--- src/rtl/uart_pkg.sv ---
// Shared definitions for the UART transmit arbiter: FSM state encoding and default byte width.
package uart_pkg;

   localparam int DATA_W_DEFAULT = 8;

   typedef enum logic [1:0] {
      IDLE      = 2'd0,
      LAUNCH    = 2'd1,
      WAIT_DONE = 2'd2,
      HOLD      = 2'd3
   } arb_state_e;

endpackage

--- src/rtl/uart_tx_arbiter_if.sv ---
// Requester-side and transmitter-side signals of the UART transmit arbiter.
// The arbiter connects through the slave modport; the requesters and transmitter use master.
interface uart_tx_arbiter_if
   import uart_pkg::*;
#(
   parameter int N_REQ  = 4,
   parameter int DATA_W = DATA_W_DEFAULT
) ();

   localparam int IDX_W = $clog2(N_REQ);

   logic [N_REQ-1:0]        req;
   logic [N_REQ*DATA_W-1:0] req_data;
   logic [N_REQ-1:0]        req_last;
   logic [N_REQ-1:0]        gnt;
   logic [N_REQ-1:0]        ack;
   logic                    tx_start;
   logic [DATA_W-1:0]       tx_data;
   logic                    tx_busy;
   logic                    tx_done;
   logic [IDX_W-1:0]        owner_id;
   logic                    busy;

   modport slave (
      input  req, req_data, req_last, tx_busy, tx_done,
      output gnt, ack, tx_start, tx_data, owner_id, busy
   );

   modport master (
      output req, req_data, req_last, tx_busy, tx_done,
      input  gnt, ack, tx_start, tx_data, owner_id, busy
   );

endinterface

--- src/rtl/uart_tx_arbiter_rr_pick.sv ---
// Combinational round-robin search: first set req bit at or above ptr, wrapping at N_REQ.
module rr_pick #(
   parameter int N_REQ = 4,
   parameter int IDX_W = $clog2(N_REQ)
) (
   input  logic [N_REQ-1:0] req,
   input  logic [IDX_W-1:0] ptr,
   output logic             valid,
   output logic [IDX_W-1:0] idx
);

   logic [IDX_W-1:0] cand [N_REQ];

   // cand[k] is the k-th requester visited when starting the search at ptr
   generate
      for (genvar gi = 0; gi < N_REQ; gi++) begin : g_cand
         assign cand[gi] = (int'(ptr) + gi >= N_REQ) ? IDX_W'(int'(ptr) + gi - N_REQ)
                                                      : IDX_W'(int'(ptr) + gi);
      end
   endgenerate

   always_comb begin
      valid = 1'b0;
      idx   = '0;
      for (int k = N_REQ - 1; k >= 0; k--) begin
         if (req[cand[k]]) begin
            valid = 1'b1;
            idx   = cand[k];
         end
      end
   end

endmodule

--- src/rtl/uart_tx_arbiter.sv ---
// Round-robin arbiter feeding bytes from N_REQ requesters into one UART transmitter,
// keeping the grant locked to one requester until the last byte of its packet.
module uart_tx_arbiter
   import uart_pkg::*;
#(
   parameter int N_REQ   = 4,
   parameter int DATA_W  = DATA_W_DEFAULT,
   parameter int LOCK_TO = 16
) (
   input logic              clk,
   input logic              rst,
   uart_tx_arbiter_if.slave bus
);

   localparam int IDX_W  = $clog2(N_REQ);
   localparam int HOLD_W = $clog2(LOCK_TO);
   localparam logic [IDX_W-1:0]  LAST_IDX = IDX_W'(N_REQ - 1);
   localparam logic [HOLD_W-1:0] HOLD_MAX = HOLD_W'(LOCK_TO - 1);

   arb_state_e        state_q, state_d;
   logic [IDX_W-1:0]  ptr_q, ptr_d;
   logic [HOLD_W-1:0] hold_q, hold_d;
   logic              lock_n_q, lock_n_d;
   logic [N_REQ-1:0]  gnt_q, gnt_d;
   logic [N_REQ-1:0]  ack_q, ack_d;
   logic              tx_start_q, tx_start_d;
   logic [DATA_W-1:0] tx_data_q, tx_data_d;
   logic [IDX_W-1:0]  owner_q, owner_d;

   logic              pick_valid;
   logic [IDX_W-1:0]  pick_idx;
   logic              cap;
   logic              rel;
   logic [IDX_W-1:0]  cap_idx;
   logic [DATA_W-1:0] req_byte [N_REQ];

   generate
      for (genvar gi = 0; gi < N_REQ; gi++) begin : g_byte
         assign req_byte[gi] = bus.req_data[gi*DATA_W +: DATA_W];
      end
   endgenerate

   rr_pick #(
      .N_REQ (N_REQ)
   ) u_rr_pick (
      .req   (bus.req),
      .ptr   (ptr_q),
      .valid (pick_valid),
      .idx   (pick_idx)
   );

   always_ff @(posedge clk or posedge rst) begin
      if (rst) begin
         state_q    <= IDLE;
         ptr_q      <= '0;
         hold_q     <= '0;
         lock_n_q   <= 1'b1;
         gnt_q      <= '0;
         ack_q      <= '0;
         tx_start_q <= 1'b0;
         tx_data_q  <= '0;
         owner_q    <= '0;
      end else begin
         state_q    <= state_d;
         ptr_q      <= ptr_d;
         hold_q     <= hold_d;
         lock_n_q   <= lock_n_d;
         gnt_q      <= gnt_d;
         ack_q      <= ack_d;
         tx_start_q <= tx_start_d;
         tx_data_q  <= tx_data_d;
         owner_q    <= owner_d;
      end
   end

   always_comb begin
      state_d    = state_q;
      ptr_d      = ptr_q;
      hold_d     = hold_q;
      lock_n_d   = lock_n_q;
      gnt_d      = gnt_q;
      ack_d      = '0;
      tx_start_d = 1'b0;
      tx_data_d  = tx_data_q;
      owner_d    = owner_q;
      cap        = 1'b0;
      rel        = 1'b0;
      cap_idx    = owner_q;

      unique case (state_q)
         IDLE: begin
            if (pick_valid) begin
               cap     = 1'b1;
               cap_idx = pick_idx;
            end
         end
         LAUNCH: begin
            if (!bus.tx_busy) begin
               tx_start_d = 1'b1;
               state_d    = WAIT_DONE;
            end
         end
         WAIT_DONE: begin
            // a done that coincides with our own launch pulse belongs to an earlier frame
            if (bus.tx_done && !tx_start_q) begin
               if (lock_n_q) begin
                  rel = 1'b1;
               end else if (bus.req[owner_q]) begin
                  cap = 1'b1;
               end else begin
                  hold_d  = '0;
                  state_d = HOLD;
               end
            end
         end
         HOLD: begin
            if (bus.req[owner_q]) begin
               cap = 1'b1;
            end else if (hold_q == HOLD_MAX) begin
               rel = 1'b1;
            end else begin
               hold_d = hold_q + 1'b1;
            end
         end
         default: state_d = IDLE;
      endcase

      if (cap) begin
         state_d          = LAUNCH;
         tx_data_d        = req_byte[cap_idx];
         gnt_d            = '0;
         gnt_d[cap_idx]   = 1'b1;
         ack_d[cap_idx]   = 1'b1;
         owner_d          = cap_idx;
         lock_n_d         = bus.req_last[cap_idx];
      end

      // releasing owner moves to lowest priority for the next search
      if (rel) begin
         state_d = IDLE;
         gnt_d   = '0;
         ptr_d   = (owner_q == LAST_IDX) ? '0 : owner_q + 1'b1;
      end
   end

   assign bus.gnt      = gnt_q;
   assign bus.ack      = ack_q;
   assign bus.tx_start = tx_start_q;
   assign bus.tx_data  = tx_data_q;
   assign bus.owner_id = owner_q;
   assign bus.busy     = (state_q != IDLE);

endmodule

--- src/flat_wrapper.sv ---
// flat-port wrapper written by rule: the top's interface ports become plain ports
module uart_tx_arbiter_flat import uart_pkg::*;
#(
   parameter int N_REQ   = 4,
   parameter int DATA_W  = DATA_W_DEFAULT,
   parameter int LOCK_TO = 16
)
  (clk, rst, bus_req, bus_req_data, bus_req_last, bus_tx_busy, bus_tx_done, bus_gnt, bus_ack, bus_tx_start, bus_tx_data, bus_owner_id, bus_busy);
  uart_tx_arbiter_if #(.N_REQ(N_REQ), .DATA_W(DATA_W)) bus_i ();
  input logic clk;
  input logic rst;
  input wire logic [$bits(bus_i.req)-1:0] bus_req;
  input wire logic [$bits(bus_i.req_data)-1:0] bus_req_data;
  input wire logic [$bits(bus_i.req_last)-1:0] bus_req_last;
  input wire logic [$bits(bus_i.tx_busy)-1:0] bus_tx_busy;
  input wire logic [$bits(bus_i.tx_done)-1:0] bus_tx_done;
  output wire logic [$bits(bus_i.gnt)-1:0] bus_gnt;
  output wire logic [$bits(bus_i.ack)-1:0] bus_ack;
  output wire logic [$bits(bus_i.tx_start)-1:0] bus_tx_start;
  output wire logic [$bits(bus_i.tx_data)-1:0] bus_tx_data;
  output wire logic [$bits(bus_i.owner_id)-1:0] bus_owner_id;
  output wire logic [$bits(bus_i.busy)-1:0] bus_busy;
  assign bus_i.req = bus_req;
  assign bus_i.req_data = bus_req_data;
  assign bus_i.req_last = bus_req_last;
  assign bus_i.tx_busy = bus_tx_busy;
  assign bus_i.tx_done = bus_tx_done;
  assign bus_gnt = bus_i.gnt;
  assign bus_ack = bus_i.ack;
  assign bus_tx_start = bus_i.tx_start;
  assign bus_tx_data = bus_i.tx_data;
  assign bus_owner_id = bus_i.owner_id;
  assign bus_busy = bus_i.busy;
  uart_tx_arbiter #(.N_REQ(N_REQ), .DATA_W(DATA_W), .LOCK_TO(LOCK_TO)) u_core (.clk(clk), .rst(rst), .bus(bus_i));
endmodule
--- config.mk ---
export PLATFORM = sky130hd
export DESIGN_NAME = uart_tx_arbiter_flat
export DESIGN_NICKNAME = d
export VERILOG_FILES = /design/src/rtl/uart_pkg.sv /design/src/rtl/uart_tx_arbiter_if.sv /design/src/rtl/uart_tx_arbiter_rr_pick.sv /design/src/rtl/uart_tx_arbiter.sv /design/src/flat_wrapper.sv
export SDC_FILE = /design/constraint.sdc
export NUM_CORES = 1
export LEC_CHECK = 0
export BUFFER_PORTS_ARGS = -buffer_cell sky130_fd_sc_hd__buf_4
export CORE_UTILIZATION = 44
export DETAILED_ROUTE_END_ITERATION = 10
export PLACE_DENSITY = 0.75
export SETUP_SLACK_MARGIN = 0.05
export SLEW_MARGIN = 20
export SYNTH_ARGS = -nofsm -noshare
export SYNTH_HDL_FRONTEND = slang
export SYNTH_SLANG_ARGS = --single-unit
--- constraint.sdc ---
create_clock -name clk -period 1.9 [get_ports clk]
set_input_delay 0 -clock clk [delete_from_list [all_inputs] [get_ports clk]]
set_output_delay 0 -clock clk [all_outputs]
set_load 0.005 [all_outputs]
==> metrics.log, run 1 <==
[metrics] Data arrival, critical path: roughly 2 ns
[metrics] combinational share of power: 70.0%
[metrics] number of synthesized register bits: 28
[metrics] fin cells: ~310
[metrics] commonest non-fill, non-tap cell in the layout: buf_4
[metrics] post-synthesis area per instance: about 10 sq um
[metrics] worst setup path class: reg -> reg
[metrics] RSZ-0062 raised after global routing: yes
[metrics] average wire length per cell after detail routing: ~17 um
[metrics] Die Ht: around 65 um
[metrics] number of H-tree branching levels: 1
[metrics] Starting Density: between 40% and 50%
[metrics] HP Class: in -> reg
[metrics] endpoint of the worst hold-timing path: u_core.bus.tx_data[1]
[metrics] final core occ: between 70% and 80%
[metrics] critical path capture point type: flop
[metrics] width of the chip: roughly 65 um
[metrics] pwr/cell area: approximately 1800 nW/um^2
[metrics] DRT antenna net count: 0
[metrics] Sink Count: 28
[metrics] fraction of power consumed by sequential logic: 20.5%
[metrics] post-synth design cell area: 1750 sq um
[metrics] die footprint: around 4200 sq um
[metrics] synth unique cells: 37
[metrics] Worst slew margin: between 70% and 80%
[metrics] post-DR vias/cell: around 5.5
[metrics] NumNets Final: about 310
[metrics] data required time of the critical path: 2.06 ns
[metrics] maximum root-to-sink buffer count: 2
[metrics] category of the worst setup path launch point: flop
[metrics] area of the core region: about 3700 sq um
[metrics] cell row count: 22
[metrics] number of input and output port buffers inserted: 63
[metrics] Reg-to-Reg End: u_core.bus.tx_data[6]
[metrics] post-synthesis instance total: around 170
[metrics] final worst path period need: between 1.5 and 2 ns
[metrics] GRT Total Usage: 24.3%
[metrics] latest clock arrival within the worst-skew pair: ~0.27 ns
[metrics] part of the Yosys area used for sequential elements: roughly two fifths
[metrics] first-pass GRT wire length: 7.97 mm
[metrics] switching power share of the total: roughly two fifths
[metrics] maximum number of pins on one net before global-route repair: 24
[metrics] count of final setup violators: 0
[metrics] area growth from synthesis to layout: 63.1%
[metrics] final wirelength: about 5.2 mm
[metrics] Clock transition at path regs: ~0.10 ns
[metrics] post-route clock period utilization: roughly 96%
[metrics] internal power: approximately 3.0 mW
[metrics] Yosys warning count: 0
[metrics] slew at the pin closest to its max-slew limit: around 0.44 ns
[metrics] total overflow reported by the global router: 0
[metrics] Worst R2R Path Depth: 8
[metrics] status: finished clean
[metrics] largest fanout on the critical path: 6
[metrics] clk root buf: clkbuf_8
[metrics] top library cells by usage in the layout, fill and taps aside: buf_4 (86), dfrtp_1 (26), nand2_1 (14)
[metrics] clock buffer count from CTS: 3
[metrics] vias in the first global route: between 1500 and 2000
[metrics] via count: 1679
[metrics] startpoint of the most critical register-to-register path: u_core.state_q[1]
[metrics] estimated wirelength of the detail-placed design: approximately 3.7 mm
[metrics] depth of the worst hold-timing path: 3
[metrics] Hold Path Origin: bus_req_data[25]
[metrics] upper clock frequency limit: roughly 0.55 GHz
[metrics] net count of the mapped netlist: approximately 220
[metrics] register-to-register setup slack: between 0.08 and 0.09 ns
[metrics] worst ir drop on vdd: just over 0.0009 V
[metrics] cell count after placement: approximately 290
[metrics] fraction of final layout cells with drive strength greater than 1: 58.0%
[metrics] total I/O pin count: 64
[metrics] total inserted antenna cells: 0
[metrics] routability congestion estimate from global placement: ~0.8
[metrics] count of final hold-check violations: 0
[metrics] number of detailed-route iterations in the first pass: 4
[metrics] Worst Skew: between 0.002 and 0.0025 ns
[metrics] number of design rule violations left after detail routing: 0
[metrics] starting DRC count in detailed routing: 50
[metrics] switching component of the power: 2.04 mW
[metrics] relative contribution of the clock network to total power: 9.5%
[metrics] TritonCTS clock tree: done
[metrics] leakage power: 1.31 nW
[metrics] number of antenna violations at the first check in global routing: 0
[metrics] number of max-cap violations: 0
[metrics] Final Max Tran Viols: 0
Yosys cell counts:
master / n / area (sq um)
and2_0: 4 / 25.0
o21ai_2: 1 / 8.76
a311oi_1: 1 / 8.76
mux2_2: 1 / 11.3
a221oi_1: 9 / 78.8
nor2b_1: 2 / 12.5
a21bo_2: 1 / 10.0
ha_1: 7 / 87.6
nor2_1: 10 / 37.5
or3_1: 1 / 6.26
buf_4: 2 / 15.0
o31ai_2: 1 / 12.5
o21a_1: 2 / 15.0
and4_1: 1 / 8.76
and2_1: 6 / 37.5
clkbuf_1: 1 / 3.75
mux4_2: 1 / 22.5
a21o_4: 1 / 15.0
nand2_1: 15 / 56.3
o41ai_4: 1 / 27.5
inv_1: 11 / 41.3
a21oi_1: 5 / 25.0
nand2b_1: 5 / 31.3
dfrtp_1: 27 / 676
a21oi_2: 3 / 26.3
a211oi_1: 2 / 15.0
or3_4: 2 / 22.5
o31a_1: 1 / 8.76
o21ai_0: 5 / 25.0
a221oi_2: 9 / 135
buf_2: 5 / 25.0
nand3_1: 6 / 30.0
nand4bb_1: 1 / 11.3
a21o_1: 1 / 7.51
o31ai_1: 3 / 22.5
dfstp_2: 1 / 26.3
mux2i_1: 12 / 120
per-layer routing:
layer	track usage [%]	vias up	part of all wire, %
met4	3.26	0	1.0
met5	0	-	0
li1	-	794	-
met1	28.8	828	40
met2	46.9	53	55
met3	3.35	4	3.8
critical path, cell delays in order (launching register included):
cell      delay [ns]
dfrtp_1         0.43
inv_2           0.09
ha_4            0.16
o41ai_4         0.11
nand2_2         0.12
o31a_1          0.25
buf_6           0.19
mux2i_4         0.27
a221oi_2        0.07
per-stage QoR:
stage                     total power [mW]  hold WS, ns  worst slack, ns  area, sq um  TNS (ns)
after CTS                             4.55       0.0781           0.0509         2680         0
after global placement                3.79      -0.0109           0.0687         2510         0
after floorplan                       2.88       0.0647           0.0416         1860         0
after detailed placement              3.92     -0.00387          -0.0321         2510   -0.0321
after global routing                  5.34       0.0891         0.000990         2850         0
final                                 5.03       0.0843           0.0807         2850         0
cells by family after synthesis:
family | count (synthesis) | synth area share (%)
and+or+nand+nor | 53 | 16.0
AOI/OAI and AO/OA | 46 | 25.3
DFF | 28 | 40.1
buffers and inverters | 19 | 4.86
muxes | 14 | 8.80
adders and majority gates | 7 | 5.01
power groups by stage:
stage               Combinational [mW]  Sequential (mW)  Clock, mW
floorplan                         1.85             1.03          0
global placement                  2.78             1.01          0
detailed placement                2.89             1.02          0
CTS                               3.05             1.02      0.484
global route                      3.78             1.06      0.504
finish                            3.52             1.03      0.477
timing repair:
item	in CTS	in global routing
buffers inserted	2	4
pin swaps	2	12
setup endpoints to repair	12	16
endpoints found under the hold margin	9	0
gates resized for setup	7	24
hold buffers	2	0
cloned	0	1
state kept, by name (all words and copies together), names as in the netlist:
signal               cells
u_core.bus.tx_data       8
u_core.lock_n_q          1
u_core.bus.gnt           4
u_core.hold_q            4
u_core.state_q           2
u_core.bus.ack           4
u_core.ptr_q             2
u_core.bus.tx_start      1
u_core.bus.owner_id      2
worst max-delay path by stage:
stage,depth (start not counted),slack (ns),end,startpoint
after floorplan,6,0.04,u_core.bus.tx_data[6],u_core.bus.owner_id[0]
after global placement,7,0.07,u_core.bus.tx_data[3],u_core.state_q[0]
after detailed placement,7,-0.03,u_core.hold_q[3],u_core.state_q[1]
after CTS,7,0.05,u_core.bus.tx_data[2],u_core.state_q[1]
after global routing,8,0.001,u_core.bus.tx_data[6],u_core.state_q[0]
final,8,0.08,u_core.bus.tx_data[6],u_core.state_q[1]
cell type report:
type | instances | area, sq um
clock buffers | 3 | 41.3
clock inverters | 1 | 30.0
fillers | 259 | 891
inverters | 11 | 41.3
multi-input cells | 120 | 1220
flip-flops and latches | 28 | 703
well taps | 48 | 60.1
repair buffers | 94 | 756
No activity file was read; power rests on OpenSTA's default activity.
==> run 2: changes to the inputs <==
--- a/config.mk
+++ b/config.mk
@@ -6,11 +6,12 @@
 export NUM_CORES = 1
 export LEC_CHECK = 0
 export BUFFER_PORTS_ARGS = -buffer_cell sky130_fd_sc_hd__buf_4
-export CORE_UTILIZATION = 44
+export CORE_UTILIZATION = 45
 export DETAILED_ROUTE_END_ITERATION = 10
-export PLACE_DENSITY = 0.75
+export PLACE_DENSITY = 0.76
 export SETUP_SLACK_MARGIN = 0.05
 export SLEW_MARGIN = 20
 export SYNTH_ARGS = -nofsm -noshare
 export SYNTH_HDL_FRONTEND = slang
+export SYNTH_HIERARCHICAL = 1
 export SYNTH_SLANG_ARGS = --single-unit
==> run 2 against run 1 <==
Synthesized cell count up 11%; sequential cell count stayed put; largest cell class unchanged; largest power group unchanged; register-to-register slack worse by 0.03 ns; die area up 3.3%; critical path type unchanged.
==> metrics.log, run 2 <==
[metrics] vias in the first global route: around 1800
[metrics] Final Max Tran Viols: 0
[metrics] switching component of the power: ~2.4 mW
[metrics] post-route clock period utilization: 97.2%
[metrics] worst ir drop on vdd: 0.00109 V
[metrics] count leader, synth: dfrtp_1
[metrics] estimated wirelength of the detail-placed design: ~3.8 mm
[metrics] Clock transition at path regs: about 0.11 ns
[metrics] TritonCTS clock tree: done
[metrics] portion of synthesized cell area occupied by the leading cell type: between 30% and 40%
[metrics] delay contributed by the slowest stage of the critical path: 0.50 ns
[metrics] number of input and output port buffers inserted: between 60 and 70
[metrics] number of H-tree branching levels: 1
[metrics] post-DR vias/cell: roughly 6.0
[metrics] fraction of power consumed by sequential logic: between 20% and 30%
[metrics] Die Ht: 66.1 um
[metrics] via count: 1924
[metrics] commonest non-fill, non-tap cell in the layout: buf_4
[metrics] clock buffer count from CTS: 3
[metrics] maximum root-to-sink buffer count: 2
[metrics] top flip-flop cell by instance count after synthesis: dfrtp_1
[metrics] status: finished clean
[metrics] total inserted antenna cells: 0
[metrics] critical-path cell list: inv_2 > ha_4 > or4bb_4 > a21oi_4 > nand2_2 > mux2_4
[metrics] count of final setup violators: 0
[metrics] internal power: 2.97 mW
[metrics] final worst path period need: roughly 1.8 ns
[metrics] Data arrival, critical path: 2.03 ns
[metrics] DRT antenna net count: 0
[metrics] NumNets Final: roughly 320
[metrics] number of antenna violations at the first check in global routing: 0
[metrics] Worst Skew: 0.0114 ns
[metrics] async set or reset register ratio after synthesis: 100%
[metrics] total design power: around 5.3 mW
[metrics] number of max-cap violations: 0
[metrics] startpoint of the most critical register-to-register path: u_core/state_q[0]
[metrics] count of final hold-check violations: 0
[metrics] number of design rule violations left after detail routing: 0
[metrics] max FFs per register: 8
[metrics] top library cells by usage in the layout, fill and taps aside: buf_4 (82), dfrtp_1 (24), and3_1 (19)
[metrics] routability congestion estimate from global placement: between 0.8 and 0.9
[metrics] width of the chip: ~66 um
[metrics] relative contribution of the clock network to total power: about 9.0%
[metrics] Starting Density: 48.7%
[metrics] post-synthesis instance total: between 150 and 200
[metrics] area of the core region: about 3800 sq um
[metrics] sum of negative setup slack: 0 ns
[metrics] Sink Count: 28
[metrics] RSZ-0062 raised after global routing: yes
[metrics] Worst slew margin: about half
[metrics] total overflow reported by the global router: 0
[metrics] clk root buf: clkbuf_8
[metrics] number of detailed-route iterations in the first pass: 4
[metrics] starting DRC count in detailed routing: about 140
[metrics] largest fanout on the critical path: 5
[metrics] number of enable-type register cells in the synthesized netlist: 0
[metrics] average wire length per cell after detail routing: ~19 um
[metrics] number of synthesized register bits: 28
[metrics] fraction of final layout cells with drive strength greater than 1: about three fifths
[metrics] net count of the mapped netlist: roughly 240
[metrics] total I/O pin count: 64
[metrics] synth unique cells: just under 50
[metrics] switching power share of the total: between 40% and 50%
[metrics] Yosys warning count: 6
[metrics] die footprint: roughly 4400 sq um
[metrics] first-pass GRT wire length: around 8.3 mm
[metrics] post-synth top area cell: dfrtp_1
[metrics] Worst setup startpoint: u_core/state_q[0]
[metrics] combinational share of power: a little over two thirds
[metrics] biggest area contributors in the synthesized netlist: dfrtp_1 (37%), a211oi_1 (7.7%), and3_1 (6.4%)
[metrics] final wirelength: between 6 and 7 mm
[metrics] cell row count: 22
[metrics] post-synthesis area per instance: between 9 and 10 sq um
[metrics] data required time of the critical path: between 2 and 2.5 ns
[metrics] upper clock frequency limit: ~0.54 GHz
[metrics] part of the Yosys area used for sequential elements: between 30% and 40%
[metrics] Crit-path slowest cell: or4bb_4
[metrics] critical path capture point type: flop
[metrics] Hold Path Origin: bus_req_data[9]
[metrics] pwr/cell area: approximately 1800 nW/um^2
[metrics] area growth from synthesis to layout: 59.9%
[metrics] leakage power: 1.34 nW
[metrics] slew at the pin closest to its max-slew limit: between 0.7 and 0.8 ns
[metrics] worst setup path class: reg -> reg
[metrics] GRT Total Usage: around a quarter
[metrics] latest clock arrival within the worst-skew pair: about 0.28 ns
[metrics] final core occ: between 70% and 80%
[metrics] HP Class: in -> reg
[metrics] maximum number of pins on one net before global-route repair: 23
[metrics] category of the worst setup path launch point: flop
[metrics] Commonest cells post-synth: dfrtp_1 (27), a211oi_1 (19), and3_1 (19)
[metrics] post-synth design cell area: 1850 sq um
[run 2: changes by cell type after synthesis, moves of 6 or more]
cell,change
a211oi_1,+17
and3_1,+19
clkbuf_1,+6
nand2_1,-7
a221oi_2,-9
mux2i_1,-10
a221oi_1,-9
nor3_1,+7
[run 2: power groups by stage]
stage | logic [mW] | clock network (mW) | registers (mW)
after floorplan | 1.82 | 0 | 1.05
after global placement | 2.67 | 0 | 1.04
after detailed placement | 2.74 | 0 | 1.05
after CTS | 2.92 | 0.486 | 1.04
after global routing | 4.05 | 0.503 | 1.10
final | 3.77 | 0.479 | 1.07
[run 2: per-layer routing]
layer	routed length, um	track usage (%)	vias to the layer above
met3	259	5.17	10
met2	3240	43.4	69
met1	2510	31.3	954
met4	91	5.59	0
li1	-	-	891
met5	0	0	-
[run 2: area by class of cell]
class / count / area, sq um
fillers: 268 / 842
well taps: 48 / 60.1
clock inverters: 1 / 30.0
repair buffers: 92 / 743
clock buffers: 3 / 41.3
flip-flops and latches: 28 / 706
multi-input cells: 142 / 1350
inverters: 6 / 22.5
[run 2: per-stage QoR]
| stage | setup slack (ns) | area (sq um) | hold slack, ns | std cells |
|---|---|---|---|---|
| 2_1_floorplan | 0.0661 | 1860 | 0.0647 | 185 |
| 3_3_place_gp | 0.0499 | 2460 | 0.168 | 300 |
| 3_5_place_dp | -0.0424 | 2460 | 0.169 | 300 |
| 4_1_cts | 0.0522 | 2630 | 0.0389 | 311 |
| 5_1_grt | -0.0581 | 2960 | 0.0692 | 320 |
| 6_report | 0.0526 | 2960 | 0.0383 | 320 |
[run 2: critical path: cells and delay by family (launching register included)]
family,cells,cell delay (ns)
multiplexers,1,0.29
adder cells (fa/ha/maj),1,0.17
AND/OR/NAND/NOR,2,0.58
buffers and inverters,1,0.11
AO/OA/AOI/OAI,1,0.17
flip-flops,1,0.41
[run 2: worst paths after layout]
kind                                         end  slack, ns  cells past startpoint
hold reg to reg                u_core/bus.gnt[0]       0.51                      1
setup reg to reg                u_core/hold_q[0]       0.05                      6
max in group asynchronous    u_core/bus.tx_start       0.90                      4
hold / removal             u_core/bus.tx_data[1]       0.04                      3
setup / recovery                u_core/hold_q[0]       0.05                      6
min in group asynchronous  u_core/bus.tx_data[0]       0.41                      3
[run 2: kinds of logic (layout without fill, tap and decap cells)]
family                     after synthesis  after routing  share of synthesized area [%]
DFF                                     28             28                           38.0
AOI/OAI and AO/OA                       56             57                           26.0
buffers and inverters                   17            102                           4.40
adders and majority gates                7              7                           4.74
and+or+nand+nor                         71             71                           22.6
muxes                                    6              7                           4.33
[run 2: what timing repair did]
action	CTS	global route
hold buffers	2	0
cloned	0	2
setup buffers	5	7
endpoints found under the hold margin	18	0
pin swaps	0	12
gates resized for setup	10	49
setup endpoints to repair	12	21
==> run 3: changes to the inputs <==
==> constraint.sdc (replaced) <==
create_clock -name clk -period 1.6 [get_ports clk]
set_input_delay 0 -clock clk [delete_from_list [all_inputs] [get_ports clk]]
set_output_delay 0 -clock clk [all_outputs]
set_load 0.005 [all_outputs]
==> run 3 against run 2 <==
The run now ends with negative setup slack left; design area is 22% higher; fmax is 6.0% lower; global-route usage is 12 points higher; setup slack worse by 0.42 ns; routed wire length is 62% higher; die area stayed put; combinational power is 84% higher; non-clock buffer count is 32 higher; utilization is 17 points higher; clock power is 27% higher; clock skew is 0.0038 ns lower; largest power group unchanged; highest routed layer unchanged.
==> metrics.log, run 3 (same netlist as run 2, synthesis figures left out) <==
[metrics] fraction of power consumed by sequential logic: around 15%
[metrics] max FFs per register: 8
[metrics] category of the worst setup path launch point: flop
[metrics] width of the chip: roughly 66 um
[metrics] switching power share of the total: a little under half
[metrics] Sink Count: 28
[metrics] TritonCTS clock tree: done
[metrics] Reg-to-Reg End: u_core/bus.tx_data[3]
[metrics] clk root buf: clkbuf_8
[metrics] data required time of the critical path: roughly 1.8 ns
[metrics] register-to-register setup slack: -0.37 ns
[metrics] post-route clock period utilization: 123%
[metrics] number of H-tree branching levels: 1
[metrics] total I/O pin count: 64
[metrics] Final Max Tran Viols: 0
[metrics] commonest non-fill, non-tap cell in the layout: buf_4
[metrics] HP Class: in -> reg
[metrics] die footprint: ~4400 sq um
[metrics] count of final hold-check violations: 0
[metrics] total inserted antenna cells: 0
[metrics] worst ir drop on vdd: 0.00185 V
[metrics] count of final setup violators: 27
[metrics] average wire length per cell after detail routing: roughly 28 um
[metrics] Worst Slack Setup Final: -0.366 ns
[metrics] cell count after placement: about 330
[metrics] final worst path period need: ~2.0 ns
[metrics] leakage power: 1.56 nW
[metrics] total design power: 8.90 mW
[metrics] routability congestion estimate from global placement: 0.805
[metrics] Worst slew margin: about three quarters
[metrics] Data arrival, critical path: 2.17 ns
[metrics] upper clock frequency limit: roughly 0.51 GHz
[metrics] maximum number of pins on one net before global-route repair: 29
[metrics] critical path capture point type: flop
[metrics] number of fillers in the final layout: 95
[metrics] Worst R2R Path Depth: 8
[metrics] via count: between 2000 and 2500
[metrics] Clock transition at path regs: between 0.1 and 0.15 ns
[metrics] Starting Density: 48.7%
[metrics] number of design rule violations left after detail routing: 0
[metrics] Die Ht: between 60 and 70 um
[metrics] number of antenna violations at the first check in global routing: 0
[metrics] first-pass GRT wire length: roughly 12 mm
[metrics] Hold Path Origin: bus_req_data[14]
[metrics] RSZ-0062 raised after global routing: yes
[metrics] fraction of final layout cells with drive strength greater than 1: ~76%
[metrics] depth of the worst hold-timing path: 3
[metrics] slew at the pin closest to its max-slew limit: ~0.40 ns
[metrics] latest clock arrival within the worst-skew pair: about 0.3 ns
[metrics] worst setup slack before clock tree synthesis: -0.214 ns
[metrics] fin cells: around 350
[metrics] final core occ: about 95%
[metrics] switching component of the power: approximately 4 mW
[metrics] combinational share of power: around four fifths
[metrics] GRT Total Usage: a little over a third
[metrics] relative contribution of the clock network to total power: 6.9%
[metrics] cell row count: 22
[metrics] number of input and output port buffers inserted: 63
[metrics] final wirelength: between 9 and 10 mm
[metrics] number of detailed-route iterations in the first pass: 5
[metrics] vias in the first global route: around 2300
[metrics] total overflow reported by the global router: 0
[metrics] clock buffer count from CTS: 3
[metrics] violations in the final reports: negative setup slack
[metrics] startpoint of the most critical register-to-register path: u_core/state_q[0]
[metrics] area of the core region: 3800 sq um
[metrics] number of max-cap violations: 0
[metrics] starting DRC count in detailed routing: about 250
[metrics] NumNets Final: roughly 360
[metrics] top library cells by usage in the layout, fill and taps aside: buf_4 (97), dfrtp_1 (24), buf_6 (18)
[metrics] estimated wirelength of the detail-placed design: ~4.0 mm
[metrics] pwr/cell area: ~2500 nW/um^2
[metrics] maximum root-to-sink buffer count: 2
[metrics] worst setup path class: reg -> reg
[metrics] endpoint of the worst hold-timing path: u_core/bus.tx_data[6]
[metrics] status: finished, violations left
[metrics] DRT antenna net count: 0
[metrics] area growth from synthesis to layout: 94.9%
[metrics] internal power: around 4.8 mW
[metrics] largest fanout on the critical path: 9
[metrics] post-DR vias/cell: 6.96
[metrics] Worst Skew: between 0.007 and 0.008 ns
## run 3: worst max path at each step
stage	from	to	cells past startpoint
final	u_core/state_q[0]	u_core/bus.tx_data[3]	8
after floorplan	u_core/state_q[0]	u_core/hold_q[0]	6
after CTS	u_core/bus.owner_id[0]	u_core/hold_q[0]	5
after global placement	u_core/bus.owner_id[0]	u_core/bus.gnt[3]	4
after global routing	u_core/state_q[0]	u_core/bus.tx_data[3]	8
after detailed placement	u_core/bus.owner_id[0]	u_core/bus.gnt[2]	4
## run 3: power by group through the flow
| stage | Combinational (mW) | Clock (mW) | Sequential [mW] |
|---|---|---|---|
| 2_1_floorplan | 2.57 | 0 | 1.27 |
| 3_3_place_gp | 4.27 | 0 | 1.25 |
| 3_5_place_dp | 4.34 | 0 | 1.26 |
| 4_1_cts | 5.56 | 0.589 | 1.26 |
| 5_1_grt | 7.14 | 0.644 | 1.35 |
| 6_report | 6.95 | 0.610 | 1.34 |
## run 3: repair_timing
item,in CTS,in global routing
buffers inserted,5,8
endpoints found under the hold margin,28,0
pin swaps,41,13
gates resized for setup,74,35
cloned,5,0
endpoints found under the setup margin,27,27
hold buffers,2,0
## run 3: through the flow
stage	cell area (sq um)	hold WS (ns)	setup TNS [ns]
after CTS	3340	0.0299	-4.32
final	3600	0.0363	-7.82
after global placement	2840	0.0935	-3.38
after detailed placement	2840	0.0977	-4.20
after floorplan	2020	0.0647	-2.85
after global routing	3600	0.0414	-8.50
## run 3: layout make-up
| cell class | count | area (sq um) | share of cell area [%] |
|---|---|---|---|
| Multi-Input combinational cell | 141 | 1670 | 46.2 |
| Clock buffer | 3 | 41.3 | 1.15 |
| Timing Repair Buffer | 124 | 1080 | 29.9 |
| Clock inverter | 1 | 30.0 | 0.833 |
| Inverter | 6 | 25.0 | 0.694 |
| Tap cell | 48 | 60.1 | 1.67 |
| Sequential cell | 28 | 706 | 19.6 |
## run 3: critical path, stage by stage (launching register included)
cell      delay [ns]
dfrtp_2         0.46
inv_4           0.06
buf_4           0.14
ha_4            0.19
nand2_4         0.15
mux2i_4         0.34
buf_12          0.20
a211oi_4        0.05
o31ai_2         0.28
## run 3: metal layers
layer / up-vias / track usage (%) / wire length, um
li1: 948 / - / -
met4: 0 / 17.0 / 830
met3: 83 / 6.21 / 865
met2: 221 / 65.1 / 4710
met1: 1190 / 41.8 / 3460
met5: - / 0 / 0
